## src/rtl/stream_sorter.sv

```systemverilog
// stream_sorter: serial 8-element insertion sorter, fill a frame then drain it in ascending order
// Ports:
//   i_clk, i_rst_n          clock, asynchronous active-low reset
//   i_in_valid/o_in_ready   input handshake, i_in_data element to insert (FILL only)
//   o_out_valid/i_out_ready output handshake, o_out_data current sorted element (DRAIN only)
//   o_out_last              o_out_data is the frame maximum
//   o_fill_cnt              elements currently held
module stream_sorter #(
   parameter int DATA_W = 8,
   parameter int DEPTH  = 8
) (
   input  logic                     i_clk,
   input  logic                     i_rst_n,
   input  logic                     i_in_valid,
   output logic                     o_in_ready,
   input  logic [DATA_W-1:0]        i_in_data,
   output logic                     o_out_valid,
   input  logic                     i_out_ready,
   output logic [DATA_W-1:0]        o_out_data,
   output logic                     o_out_last,
   output logic [$clog2(DEPTH):0]   o_fill_cnt
);
   localparam int IW = $clog2(DEPTH);
   localparam int CW = IW + 1;
   typedef enum logic {FILL, DRAIN} state_t;
   state_t            r_state, w_next;
   logic [DATA_W-1:0] r_buf [DEPTH];
   logic [DATA_W-1:0] w_ins [DEPTH];
   logic [CW-1:0]     r_cnt, w_pos;
   logic [IW-1:0]     r_rd_idx;
   logic              w_acc, w_take;
   assign w_acc  = i_in_valid && r_state == FILL;
   assign w_take = i_out_ready && r_state == DRAIN;
   // The held entries are sorted, so the count of entries <= new value is the
   // insertion point; counting <= (not <) places a new element after its equals.
   always_comb begin
      w_pos = '0;
      for (int i = 0; i < DEPTH; i++)
         if (CW'(i) < r_cnt && r_buf[i] <= i_in_data) w_pos = w_pos + CW'(1);
      w_ins[0] = (w_pos == '0) ? i_in_data : r_buf[0];
      for (int i = 1; i < DEPTH; i++)
         w_ins[i] = (CW'(i) < w_pos) ? r_buf[i] : (CW'(i) == w_pos) ? i_in_data : r_buf[i-1];
   end
   always_ff @(posedge i_clk or negedge i_rst_n)
      if (!i_rst_n) r_state <= FILL;
      else          r_state <= w_next;
   always_comb begin
      w_next      = r_state;
      o_in_ready  = r_state == FILL;
      o_out_valid = r_state == DRAIN;
      o_out_last  = r_state == DRAIN && r_rd_idx == IW'(DEPTH-1);
      o_out_data  = r_buf[r_rd_idx];
      o_fill_cnt  = r_cnt;
      if (w_acc && r_cnt == CW'(DEPTH-1)) w_next = DRAIN;
      if (w_take && r_rd_idx == IW'(DEPTH-1)) w_next = FILL;
   end
   // Read index wraps to 0 naturally after the last element since DEPTH is a power of two.
   always_ff @(posedge i_clk or negedge i_rst_n)
      if (!i_rst_n) begin
         for (int i = 0; i < DEPTH; i++) r_buf[i] <= '0;
         r_cnt    <= '0;
         r_rd_idx <= '0;
      end else if (w_acc) begin
         r_buf <= w_ins;
         r_cnt <= r_cnt + CW'(1);
      end else if (w_take) begin
         r_cnt    <= r_cnt - CW'(1);
         r_rd_idx <= r_rd_idx + IW'(1);
      end
endmodule

```

## config.mk

```make
export PLATFORM = sky130hd
export DESIGN_NAME = stream_sorter
export DESIGN_NICKNAME = d
export VERILOG_FILES = /design/src/rtl/stream_sorter.sv
export SDC_FILE = /design/constraint.sdc
export NUM_CORES = 1
export LEC_CHECK = 0
export BUFFER_PORTS_ARGS = -buffer_cell sky130_fd_sc_hd__buf_2
export CAP_MARGIN = 20
export CELL_PAD_IN_SITES_DETAIL_PLACEMENT = 1
export CELL_PAD_IN_SITES_GLOBAL_PLACEMENT = 1
export CORE_MARGIN = 1.5
export CORE_UTILIZATION = 25
export CTS_CLUSTER_DIAMETER = 150
export DETAILED_ROUTE_END_ITERATION = 12
export GPL_ROUTABILITY_DRIVEN = 0
export HOLD_SLACK_MARGIN = 0.15
export PLACE_DENSITY = 0.47
export REMOVE_ABC_BUFFERS = 1
export SYNTH_ARGS = -nofsm -noshare
export SYNTH_HDL_FRONTEND = slang
export SYNTH_SLANG_ARGS = --single-unit
```

## constraint.sdc

```tcl
create_clock -name i_clk -period 11.9 [get_ports i_clk]
set_input_delay 2.975 -clock i_clk [delete_from_list [all_inputs] [get_ports i_clk]]
set_output_delay 2.975 -clock i_clk [all_outputs]
set_load 0.03 [all_outputs]
```

==> metrics.md <==
| Metric | Value |
|---|---|
| TritonCTS clock tree | `yes` |
| CP endpoint kind | `flop` |
| Root Driver | `clkbuf_16` |
| Yosys top cell by area | `dfrtp_1` |
| Fmax | `98.9 MHz` |
| Die Wd | `160 microns` |
| Number of global-route vias before repair | `5074` |
| Worst R2R Path Depth | `28` |
| Distinct cell type count after synthesis | `59` |
| HP Class | `reg -> reg` |
| Worst r2r dst | `r_buf[53]` |
| Mapped Cells | `592` |
| Hold_buf cts | `0` |
| Commonest non-fill, non-tap cell in the layout | `ha_1` |
| Fill cell count | `2767` |
| Dpl hpwl | `15500 microns` |
| Synth Area per Inst | `10.4 sq um` |
| CP max stage delay | `0.83 ns` |
| # clock sinks | `72` |
| Largest net degree at the start of global routing | `73` |
| # port buffers | `26` |
| #FFs+latches synth | `72` |
| Die Ht | `160 microns` |
| Layout cells sized above 1 | `22.7%` |
| Ys flop type | `dfrtp_1` |
| Yosys warning count | `0` |
| Startpoint types | `input port` |
| WL/cell | `21.9 microns` |
| Register area share after synthesis | `29.3%` |
| First-pass GRT wire length | `31600 microns` |
| Cts repair resizes | `0` |
| Status | `complete, no violations` |
| Final nets | `706` |
| Antenna violations before repair | `0` |
| Synth-to-Final Area Change | `14.0%` |
| Worst-case clock skew | `0.0108 ns` |
| GRT Overall Usage | `16.5%` |
| Max_cap viols | `0` |
| Number of synthesized flops with an enable pin | `0` |
| CTS buffer count | `9` |
| Vias | `4919` |
| Hold Path Sink | `r_buf[49]` |
| Final worst slack | `1.78 ns` |
| Row count | `57` |
| Least-Margin Pin Slew | `0.950 ns` |
| Clock Path Buffers | `2` |
| RSZ-0062 raised after global routing | `false` |
| R2R Path Start | `r_buf[49]` |
| DRC viols | `0` |
| Minimum clock period | `10.12 ns` |
| WP data required | `12.12 ns` |
| Worst hold slack | `0.553 ns` |
| Final WL | `20800 microns` |
| First-pass DRT Iterations | `4` |
| Starting DRT DRC Count | `198` |
| Area share of the largest cell type after synthesis | `29.3%` |
| CP max FO | `9` |
| WS Path Type | `in -> reg` |
| Post-CTS Setup Bufs | `0` |
| Initial core utilization | `25.4%` |
| Synth area leaders | `dfrtp_1 (29%), ha_1 (16%), mux2_2 (11%)` |
| Via-per-instance ratio | `5.20` |
| Worst path slowest cell | `or4_1` |
| Reg-to-reg slack, setup | `4.46 ns` |
| Core area | `24200 sq um` |
| Ys async rst share | `100%` |
| Most frequent cells in the layout | `ha_1 (77), dfrtp_1 (72), mux2_2 (59)` |
| H-tree Lvls | `3` |
| Crit path DAT | `10.34 ns` |
| Reg clk slew, reported paths | `0.07 ns` |
| Slew Limit Fails | `0` |
| Ports | `27` |
| Mapped Area | `6160 sq um` |
| Final Setup Violations | `0` |
| Antenna Cells | `0` |
| Max-Slew Margin vs Limit | `36.3%` |
| Skew-Pair Late Insertion Delay | `0.35 ns` |
| ANT nets after route | `0` |
| Total Die Area | `25600 sq um` |
| Final period util | `85.0%` |
| Grt ovf | `0` |
| TNS Setup | `0 ns` |
| Pre-CTS WS | `1.43 ns` |
| Worst hold path cell count | `1` |
| Hold_sp | `r_buf[49]` |
| Final Hold Fails | `0` |
cell usage after synthesis (all sizes together) (7+ instances only):
| cell | number |
|---|---|
| ha | 77 |
| dfrtp | 72 |
| mux2 | 66 |
| a21oi | 51 |
| nand2 | 35 |
| inv | 30 |
| o21ai | 20 |
| mux2i | 18 |
| nor2 | 17 |
| o22ai | 17 |
| a2bb2oi | 16 |
| mux4 | 16 |
| clkbuf | 14 |
| xnor2 | 14 |
| nand4 | 11 |
| nor2b | 11 |
| xor2 | 9 |
| nand3 | 8 |
| a21o | 7 |
| buf | 7 |
| nand2b | 7 |
| nor3 | 7 |
| o21a | 7 |
sequential cells by signal (all words and copies together) (netlist names):
| name | count |
|---|---|
| o_fill_cnt | 4 |
| o_out_valid | 1 |
| r_buf | 64 |
| r_rd_idx | 3 |
kinds of logic (layout without fill, tap and decap cells):
| kind of cell | after synthesis | in the layout | synth area share, % |
|---|---|---|---|
| compound gates | 152 | 152 | 16.8 |
| fa+ha+maj | 77 | 77 | 15.7 |
| simple gates | 115 | 115 | 9.92 |
| buf+inv | 51 | 81 | 3.17 |
| mux | 100 | 100 | 20.9 |
| xor+xnor | 25 | 25 | 4.37 |
| flops | 72 | 72 | 29.3 |
stage by stage:
step           instance area [sq um]  utilization (%)  std cells
5_1_grt                         7020             28.9        946
2_1_floorplan                   6070                -        571
6_report                        7020             28.9        946
3_5_place_dp                    6670             27.5        928
4_1_cts                         6990             28.8        944
3_3_place_gp                    6670             27.5        928
critical path, delay by kind of cell:
| kind | cells | cell delay [ns] |
|---|---|---|
| buf+inv | 5 | 0.83 |
| mux | 2 | 0.74 |
| fa+ha+maj | 4 | 1.14 |
| compound gates | 10 | 1.97 |
| xor+xnor | 3 | 0.89 |
| simple gates | 6 | 1.77 |
final cells by class:
class | count | area (sq um) | area share, %
Multi-Input combinational cell | 469 | 4160 | 59.4
Clock buffer | 10 | 229 | 3.26
Timing Repair Buffer | 35 | 210 | 3.00
Clock inverter | 6 | 92.6 | 1.32
Sequential cell | 72 | 1800 | 25.7
Inverter | 30 | 113 | 1.61
Tap cell | 324 | 405 | 5.78
how the worst max path moves through the flow:
stage                  from         to  cells past startpoint
6_report       i_in_data[1]  r_buf[53]                     30
5_1_grt        i_in_data[1]  r_buf[53]                     30
4_1_cts        i_in_data[1]  r_buf[55]                     30
3_5_place_dp   i_in_data[1]  r_buf[35]                     30
3_3_place_gp   i_in_data[1]  r_buf[57]                     31
2_1_floorplan  i_in_data[1]  r_buf[56]                     29
routing by layer:
layer	part of all wire [%]	wire, microns	global-route usage, %	vias to the layer above
met3	2.0	406	1.97	22
met1	47	9800	21.7	2541
li1	-	-	-	2294
met2	50	10300	28.5	62
met5	0	0	0	-
met4	1.2	250	4.63	0
Power is not shown: default switching activity piles up to over one toggle a cycle in this logic, so the estimate is an artifact.
